## src/rtl/my_ws2812_pkg.sv

```systemverilog
`default_nettype none
// ============================================================================
//  Module      : my_ws2812_pkg
//  Description : Shared types and default constants for the WS2812/SK6812
//                chain driver (state encoding, 100 MHz timing defaults,
//                legal pixel widths, small elaboration helper).
//  Revision    : 1.0 - initial release
// ============================================================================
package my_ws2812_pkg;

  typedef enum logic [2:0] {
    ST_IDLE    = 3'd0,
    ST_PRELOAD = 3'd1,
    ST_HIGH    = 3'd2,
    ST_LOW     = 3'd3,
    ST_LATCH   = 3'd4
  } state_t;

  // Default timing at 100 MHz (1.2 us bit, 0.3/0.9 us highs, 60 us latch)
  localparam int DEF_NUM_LEDS     = 64;
  localparam int DEF_BITS_PER_LED = 24;
  localparam int DEF_T_BIT        = 120;
  localparam int DEF_T0H          = 30;
  localparam int DEF_T1H          = 90;
  localparam int DEF_T_RST        = 6000;

  // Legal pixel widths: GRB and GRBW
  localparam int BPL_GRB  = 24;
  localparam int BPL_GRBW = 32;

  function automatic int max_int(input int a, input int b);
    return (a > b) ? a : b;
  endfunction

endpackage
`default_nettype wire

```

## src/rtl/my_ws2812_bit.sv

```systemverilog
`default_nettype none
// ============================================================================
//  Module      : my_ws2812_bit
//  Description : Single WS2812 bit-symbol generator. A go pulse starts one
//                T_BIT-cycle symbol whose high phase length depends on the
//                captured bit; strobes mark the last high and last cycle.
//  Revision    : 1.0 - initial release
// ============================================================================
module my_ws2812_bit #(
  parameter int T_BIT = 120,
  parameter int T0H   = 30,
  parameter int T1H   = 90,
  parameter int CW    = 7
) (
  input  logic clk,
  input  logic rst,
  input  logic go,
  input  logic bit_val,
  output logic line,
  output logic high_last,
  output logic last
);

  logic [CW-1:0] cnt;
  logic [CW-1:0] cnt_inc;
  logic [CW-1:0] th;
  logic          active;
  logic          bit_q;

  assign cnt_inc   = cnt + CW'(1);
  assign th        = bit_q ? CW'(T1H) : CW'(T0H);
  assign high_last = active && (cnt == th - CW'(1));
  assign last      = active && (cnt == CW'(T_BIT - 1));

  // Symbol counter and registered line: high for th cycles, low for the rest
  always_ff @(posedge clk) begin
    if (rst) begin
      cnt    <= '0;
      active <= 1'b0;
      bit_q  <= 1'b0;
      line   <= 1'b0;
    end else if (go) begin
      cnt    <= '0;
      active <= 1'b1;
      bit_q  <= bit_val;
      line   <= 1'b1;
    end else if (active) begin
      if (last) begin
        cnt    <= '0;
        active <= 1'b0;
        line   <= 1'b0;
      end else begin
        cnt    <= cnt_inc;
        line   <= (cnt_inc < th);
      end
    end
  end

endmodule
`default_nettype wire

```

## src/rtl/my_ws2812_stream.sv

```systemverilog
`default_nettype none
// ============================================================================
//  Module      : my_ws2812_stream
//  Description : WS2812/SK6812 chain driver. Pulls pixels from a valid/ready
//                stream through a one-entry prefetch buffer, serialises them
//                MSB-first with cycle-exact symbols and closes each frame
//                with a latch gap.
//  Revision    : 1.0 - initial release
// ============================================================================
module my_ws2812_stream
  import my_ws2812_pkg::*;
#(
  parameter int NUM_LEDS     = DEF_NUM_LEDS,
  parameter int BITS_PER_LED = DEF_BITS_PER_LED,
  parameter int T_BIT        = DEF_T_BIT,
  parameter int T0H          = DEF_T0H,
  parameter int T1H          = DEF_T1H,
  parameter int T_RST        = DEF_T_RST
) (
  input  logic                        clk,
  input  logic                        rst,
  input  logic                        start,
  input  logic [BITS_PER_LED-1:0]     pix_data,
  input  logic                        pix_valid,
  output logic                        pix_ready,
  output logic                        ctrl,
  output logic                        busy,
  output logic                        done,
  output logic                        underrun,
  output logic [$clog2(NUM_LEDS)-1:0] led_idx
);

  localparam int CW = $clog2(max_int(T_BIT, T_RST) + 1);
  localparam int FW = $clog2(NUM_LEDS + 1);
  localparam int BW = $clog2(BITS_PER_LED);
  localparam int LW = $clog2(NUM_LEDS);
  localparam int B  = BITS_PER_LED;

  if (!(T0H > 0 && T0H < T1H && T1H < T_BIT)) begin : g_bad_timing
    $error("my_ws2812_stream: need 0 < T0H < T1H < T_BIT");
  end
  if (B != BPL_GRB && B != BPL_GRBW) begin : g_bad_width
    $error("my_ws2812_stream: BITS_PER_LED must be 24 or 32");
  end
  if (NUM_LEDS < 2) begin : g_bad_leds
    $error("my_ws2812_stream: NUM_LEDS must be at least 2");
  end

  state_t        state, state_next;
  logic [B-1:0]  buf_data;
  logic          buf_full;
  logic [B-2:0]  shift_reg;   // bits still to send after the one in flight
  logic [BW-1:0] bit_idx;
  logic [FW-1:0] fetched;
  logic [CW-1:0] latch_cnt;

  logic go, go_bit, load, step, next_led, start_frame, latch_start, frame_end;
  logic high_last, sym_last, accept;

  assign busy      = (state != ST_IDLE);
  assign pix_ready = busy && !buf_full && (fetched < FW'(NUM_LEDS));
  assign accept    = pix_valid && pix_ready;

  my_ws2812_bit #(
    .T_BIT (T_BIT),
    .T0H   (T0H),
    .T1H   (T1H),
    .CW    (CW)
  ) u_bit (
    .clk       (clk),
    .rst       (rst),
    .go        (go),
    .bit_val   (go_bit),
    .line      (ctrl),
    .high_last (high_last),
    .last      (sym_last)
  );

  // State register
  always_ff @(posedge clk) begin
    if (rst) state <= ST_IDLE;
    else     state <= state_next;
  end

  // Next-state and per-cycle control strobes
  always_comb begin
    state_next  = state;
    go          = 1'b0;
    go_bit      = 1'b0;
    load        = 1'b0;
    step        = 1'b0;
    next_led    = 1'b0;
    start_frame = 1'b0;
    latch_start = 1'b0;
    frame_end   = 1'b0;
    unique case (state)
      ST_IDLE: begin
        if (start) begin
          start_frame = 1'b1;
          state_next  = ST_PRELOAD;
        end
      end
      ST_PRELOAD: begin
        if (buf_full) begin
          load       = 1'b1;
          go         = 1'b1;
          go_bit     = buf_data[B-1];
          state_next = ST_HIGH;
        end
      end
      ST_HIGH: begin
        if (high_last) state_next = ST_LOW;
      end
      ST_LOW: begin
        if (sym_last) begin
          if (bit_idx == BW'(B - 1)) begin
            if (led_idx == LW'(NUM_LEDS - 1)) begin
              latch_start = 1'b1;
              state_next  = ST_LATCH;
            end else begin
              // LED boundary: an empty buffer sends an all-zero pixel
              load       = 1'b1;
              next_led   = 1'b1;
              go         = 1'b1;
              go_bit     = buf_full & buf_data[B-1];
              state_next = ST_HIGH;
            end
          end else begin
            step       = 1'b1;
            go         = 1'b1;
            go_bit     = shift_reg[B-2];
            state_next = ST_HIGH;
          end
        end
      end
      ST_LATCH: begin
        if (latch_cnt == CW'(T_RST - 1)) begin
          frame_end  = 1'b1;
          state_next = ST_IDLE;
        end
      end
      default: state_next = ST_IDLE;
    endcase
  end

  // Prefetch buffer, shift register, LED/bit counters, latch timer, pulses
  always_ff @(posedge clk) begin
    if (rst) begin
      buf_data  <= '0;
      buf_full  <= 1'b0;
      shift_reg <= '0;
      bit_idx   <= '0;
      fetched   <= '0;
      led_idx   <= '0;
      latch_cnt <= '0;
      done      <= 1'b0;
      underrun  <= 1'b0;
    end else begin
      done     <= frame_end;
      underrun <= next_led && !buf_full;
      if (start_frame) begin
        fetched  <= '0;
        led_idx  <= '0;
        buf_full <= 1'b0;   // never carry a stale pixel into a new frame
      end else begin
        if (accept) begin
          buf_data <= pix_data;
          fetched  <= fetched + FW'(1);
        end
        if (load)        buf_full <= accept;
        else if (accept) buf_full <= 1'b1;
        if (next_led)    led_idx  <= led_idx + LW'(1);
      end
      if (load) begin
        shift_reg <= buf_full ? buf_data[B-2:0] : '0;
        bit_idx   <= '0;
      end else if (step) begin
        shift_reg <= shift_reg << 1;
        bit_idx   <= bit_idx + BW'(1);
      end
      if (latch_start)           latch_cnt <= '0;
      else if (state == ST_LATCH) latch_cnt <= latch_cnt + CW'(1);
    end
  end

endmodule
`default_nettype wire

```

## config.mk

```make
export PLATFORM = sky130hd
export DESIGN_NAME = my_ws2812_stream
export DESIGN_NICKNAME = d
export VERILOG_FILES = /design/src/rtl/my_ws2812_pkg.sv /design/src/rtl/my_ws2812_bit.sv /design/src/rtl/my_ws2812_stream.sv
export SDC_FILE = /design/constraint.sdc
export NUM_CORES = 1
export LEC_CHECK = 0
export CAP_MARGIN = 20
export CELL_PAD_IN_SITES_DETAIL_PLACEMENT = 0
export CELL_PAD_IN_SITES_GLOBAL_PLACEMENT = 2
export CORE_ASPECT_RATIO = 2
export CORE_MARGIN = 1
export CORE_UTILIZATION = 37
export DETAILED_ROUTE_END_ITERATION = 8
export PLACE_DENSITY = 0.83
export SYNTH_ARGS = -nofsm -noshare
export SYNTH_HDL_FRONTEND = slang
export SYNTH_SLANG_ARGS = --single-unit
```

## constraint.sdc

```tcl
create_clock -name clk -period 7.9 [get_ports clk]
set_input_delay 1.58 -clock clk [delete_from_list [all_inputs] [get_ports clk]]
set_output_delay 1.58 -clock clk [all_outputs]
set_load 0.1 [all_outputs]
```

; ---- Word level (Yosys, flattened, before mapping)
; Index checks and enable logic that the tools add are counted.
[totals]
reg_bits = 100
out_inout_bits = 11
wordCells = 103
[classes]
n_addsub = 6
n_lt_le_gt_ge = 2
eq_ne = 14
n_mux = 45
n_bitwise = 3
n_reduce_logical = 19
[ops]
columns = operator, n
row1 = $mux 23, 3
row2 = $mux 1, 29
row3 = $add 13x1->13 const B, 2
row4 = $mux 3, 7
row5 = $pmux 3 s5, 1
row6 = $eq 13x13->1, 1
row7 = $eq 13x13->1 const B, 1
row8 = $eq 13x7->1 const B, 1
row9 = $lt 13x13->1, 1
row10 = $mux 13, 1
row11 = $sub 13x1->13 const B, 1
row12 = $ne 2x2->1 const B, 5
row13 = $reduce_or 2->1, 5
row14 = $add 7x1->7 const B, 1
row15 = $lt 7x7->1 const B, 1
row16 = $mux 7, 1
row17 = $add 6x1->6 const B, 1
row18 = $eq 3x2->1 const B, 2
row19 = $eq 6x6->1 const B, 1
row20 = $logic_and 1x1->1, 6
row21 = $pmux 1 s2, 3
row22 = $reduce_bool 2->1, 3
row23 = $add 5x1->5 const B, 1
row24 = $eq 5x5->1 const B, 1
row25 = other kinds (9), 10

; ---- Depth between registers and ports, before layout
[logic_depth]
word_depth = 6
depth_mapped = 11
ltp_nobuf = 9

; ---- Modules after synthesis
; Synthesis repeated with hierarchy kept, for this count alone.
[unflattened]
cells_unflattened = 620
hier_area_um2 = 4956.0
[modules_own_cells]
columns = mod, n_inst, cells_per_inst, area_per_inst_um2, seq_area_each_um2
row1 = my_ws2812_stream, 1, 465, 3801.1, 1681.6
row2 = my_ws2812_bit, 1, 155, 1154.9, 320.3

; ---- Least setup slack after synthesis
; OpenSTA, ideal clock, no wires.
[synth_path]
kind = reg-to-output
start = register state[1]
end = output port pix_ready
t_arrival_ps = 2806
required_ps = 6320
slack_ps = 3514
path_stages_with_launch = 4
n_path_buf = 1
cell_sequence = dfxtp_1 > clkbuf_1 > nor3_1 > nor3_1
[synth_via]
elab_chain_cells = 3
[synth_rtl]
columns = item, line_no
row1 = start: declaration, my_ws2812_stream.sv:49  ; state_t state, state_next;
row2 = start signal: assignment, my_ws2812_stream.sv:82  ; else state <= state_next;
row3 = $reduce_bool 3->1, my_ws2812_stream.sv:60  ; assign busy = (state != ST_IDLE);
row4 = $logic_and 1x1->1 (2 in series), my_ws2812_stream.sv:61  ; assign pix_ready = busy && !buf_full && (fetched < FW'(NUM_LEDS));
row5 = end: declaration, my_ws2812_stream.sv:25  ; output logic pix_ready,
; Every way passes these cells.

; ---- Worst setup path in the final report
[layout_path]
start = register state[0]
end = output port pix_ready
; Same word-level chain as after synthesis.

==> summary.md <==
- **post-detail-place hpwl** 8339 um
- **clock slew at the register clock pins of the worst setup and hold paths** 0.07 ns
- **Crit Reg-Reg Startpoint** u_bit.cnt[7]$_SDFFE_PP0P_
- **number of flops mapped to enable cells by yosys** 0
- **Clock Tree Buf Depth** 2
- **startpoint of the lowest-slack hold path** buf_data[17]$_SDFFE_PP0P_
- **chain of cells forming the critical path** nor3_1, nor3_1, clkdlybuf4s50_1
- **worst r2r path cells** 5
- **GRT Residual Overflow** 0
- **CTS tree** yes
- **Fin Clk Skew** 0.009418 ns
- **number of DRC violations after detailed routing** 0
- **crit path max-delay cell type** clkdlybuf4s50_1
- **maximum clock rate** 0.2460 GHz
- **endpoint of the most critical register-to-register path** bit_idx[3]$_SDFFE_PP0P_
- **Net Count, Synth** 620
- **pin slew with the least headroom to its limit** 1.118 ns
- **Clk Latency, worst-skew pair** 0.35 ns
- **Area Overhead vs Synth** 15.79%
- **Min-Delay Endpoint** buf_data[17]$_SDFFE_PP0P_
- **time the worst path needs with I/O delays and setup** 4.065 ns
- **setup tns final** 0 ns
- **multi-input combinational cell area** 2500 sq um
- **CTS sink count** 100
- **commonest non-fill, non-tap cell in the layout** dfxtp_1
- **Met1 Routed Length** 4958 um
- **floorplan die width** 82.15 um
- **path type of the worst setup path** flip-flop to output port
- **cell count after synthesis** 584
- **Largest register FFs** 24
- **class of the most critical hold timing path** flip-flop to flip-flop
- **nets** 631
- **Static Leak** 1.836 nW
- **number of buffers created by CTS** 9
- **FFs w/ async S/R, synth** 0
- **Hold Path Stages** 2
- **number of violations of the max-capacitance limit** 0
- **Main synth FF type** dfxtp_1
- **largest stage delay on the critical path** 1.18 ns
- **area occupied by registers** 2002 sq um
- **cell family contributing the most delay on the critical path** buffers and inverters
- **met2 wire length** 6444 um
- **met3 wirelength from detailed routing** 220 um
- **number of antenna violations at the first check in global routing** 0
- **Distinct cells, synth** 56
- **layout filler cell count** 1296
- **pin count of the biggest net entering global routing** 63
- **die boundary height** 162.3 um
- **number of vias after detailed routing** 4192
- **via count of the first global-routing pass** 4186
- **Starting Density** 0.3786
- **placer congestion estimate** 0.7545
- **Post-CTS Repair Setup Buffers** 0
- **total power density per cell area** 234.1 nW/um^2
- **Highest Signal Layer** met4
- **Final Max Tran Viols** 0
- **first-pass iteration count of the detailed router** 4
- **H-tree depth** 3
- **reg-to-reg setup timing slack** 4.49 ns
- **routed wirelength normalized by instance count** 15.89 um
- **total power consumption of the routed design** 1.288 mW
- **CP required** 6.32 ns
- **fraction of the yosys area taken by sequential cells** 0.4212
- **Post-Synthesis Cell Area** 4753 sq um
- **Setup crit end kind** output port
- **most common cell type on the critical path** nor3_1
- **launching element type of the critical path** flip-flop
- **CTS root buffer** clkbuf_16
- **status** finished, final reports clean
- **area enclosed by the die boundary** 13330 sq um
- **std cell rows** 58
- **Core ar.** 12550 sq um
- **WL final** 11920 um
- **critical-path maximum fanout** 13
- **Vias per Instance** 5.589
- **Hold Violations, Final** 0
- **setup repair after global routing missed its margin** no
- **combined global-route utilization of all metal layers** 0.1945
- **synthesized area per cell** 8.139 sq um
- **number of hold-repair buffers added at the cts stage** 0
- **Resized Gates After CTS** 0
- **number of design-rule violations left by the first detailed-router iteration** 221
- **Setup-failing EPs final** 0
- **diodes inserted** 0
- **VDD IR-drop max** 0.0001521 V
- **arrival time at the worst endpoint** 2.49 ns
- **post-synthesis sequential element count** 100
- **share of post-route cells with drive strength above 1** 0.06500
- **normalized max-slew margin** 0.2505
- **Post-DRT Antenna Nets** 0
- **first-pass GRT wire length** 19980 um
- **top library cells by usage in the layout, fill and taps aside** dfxtp_1, nand2_1, a21oi_1
- **number of buffers and inverters on the critical path** 1
- **warning count from the yosys run** 0
- **final worst path period share** 0.5146
- **Buffers on Ports** 38
- **number of placed I/O pins** 39
kinds of logic (layout without fill, tap and decap cells):
logic type,count (synthesis),after routing,synth area share
simple gates,212,212,0.2211
flops,100,100,0.4212
fa+ha+maj,8,8,0.02106
buf+inv,74,90,0.05922
mux,3,3,0.006844
xor+xnor,25,25,0.04606
compound gates,162,162,0.2245
metrics by stage:
stage               cell area (sq um)  utilization  hold WS, ns  cells  worst slack [ns]
floorplan                        4753            -       0.4321    584             3.514
global placement                 5219       0.4157       0.4431    733             4.218
detailed placement               5219       0.4157       0.4445    733             4.191
CTS                              5497       0.4378       0.4552    749             3.824
global route                     5504       0.4384       0.4715    750             3.683
finish                           5504       0.4384       0.4531    750             3.835
area by class of cell:
cell class	count	area share
sequential	100	0.3637
clock buffer	11	0.04410
multi-input combinational	410	0.4542
timing repair buffer	45	0.07774
clock inverter	5	0.006365
inverter	29	0.01978
tap	150	0.03410
how the worst max path moves through the flow:
| stage | start | to | slack, ns | cells after the start |
|---|---|---|---|---|
| final | state[0]$_SDFFE_PP0P_ | pix_ready | 3.83 | 3 |
| after global routing | state[1]$_SDFFE_PP0P_ | pix_ready | 3.68 | 3 |
| after CTS | state[1]$_SDFFE_PP0P_ | pix_ready | 3.82 | 3 |
| after detailed placement | state[0]$_SDFFE_PP0P_ | pix_ready | 4.19 | 3 |
| after global placement | state[1]$_SDFFE_PP0P_ | pix_ready | 4.22 | 3 |
| after floorplan | state[1]$_SDFFE_PP0P_ | pix_ready | 3.51 | 3 |
synthesized netlist by cell type (2+ instances only):
| library cell | count | share of area |
|---|---|---|
| a21oi_1 | 48 | 0.051 |
| a221oi_1 | 23 | 0.042 |
| a311oi_1 | 7 | 0.013 |
| a31o_2 | 2 | 0.0037 |
| a31oi_1 | 5 | 0.0066 |
| a41o_1 | 3 | 0.0063 |
| a41oi_1 | 2 | 0.0037 |
| and2_1 | 4 | 0.0053 |
| and3_1 | 8 | 0.011 |
| and4_1 | 3 | 0.0055 |
| buf_2 | 2 | 0.0021 |
| clkbuf_1 | 41 | 0.032 |
| dfxtp_1 | 100 | 0.42 |
| ha_1 | 8 | 0.021 |
| inv_1 | 29 | 0.023 |
| mux2_2 | 2 | 0.0047 |
| nand2_1 | 80 | 0.063 |
| nand2b_1 | 4 | 0.0053 |
| nand3_1 | 19 | 0.020 |
| nand3b_1 | 2 | 0.0032 |
| nand4_1 | 7 | 0.0092 |
| nand4b_1 | 2 | 0.0037 |
| nor2_1 | 35 | 0.028 |
| nor2b_1 | 4 | 0.0053 |
| nor3_1 | 19 | 0.020 |
| nor3b_1 | 3 | 0.0047 |
| nor4_2 | 2 | 0.0053 |
| nor4b_1 | 3 | 0.0055 |
| o211ai_1 | 25 | 0.039 |
| o21ai_0 | 32 | 0.034 |
| o31ai_1 | 3 | 0.0047 |
| or2_2 | 2 | 0.0026 |
| or3_1 | 7 | 0.0092 |
| or4_1 | 2 | 0.0032 |
| or4_4 | 2 | 0.0047 |
| xnor2_1 | 12 | 0.022 |
| xor2_1 | 13 | 0.024 |
routing by layer:
metal  up-vias  track usage
li1       2120            -
met1      2005       0.2147
met2        50       0.3576
met3        17      0.02978
met4         0      0.07337
met5         -            0
worst min-delay path: cells and delay by family (launching register included):
kind | cells | cell delay (ns)
AOI/OAI and AO/OA | 1 | 0.05
and+or+nand+nor | 1 | 0.05
DFF | 1 | 0.31
power breakdown:
group	internal [mW]	switching (mW)	total, mW
logic	0.0905	0.190	0.280
registers	0.548	0.0386	0.587
clock network	0.223	0.198	0.422
total	0.862	0.427	1.29
(Power assumes the default switching activity.)
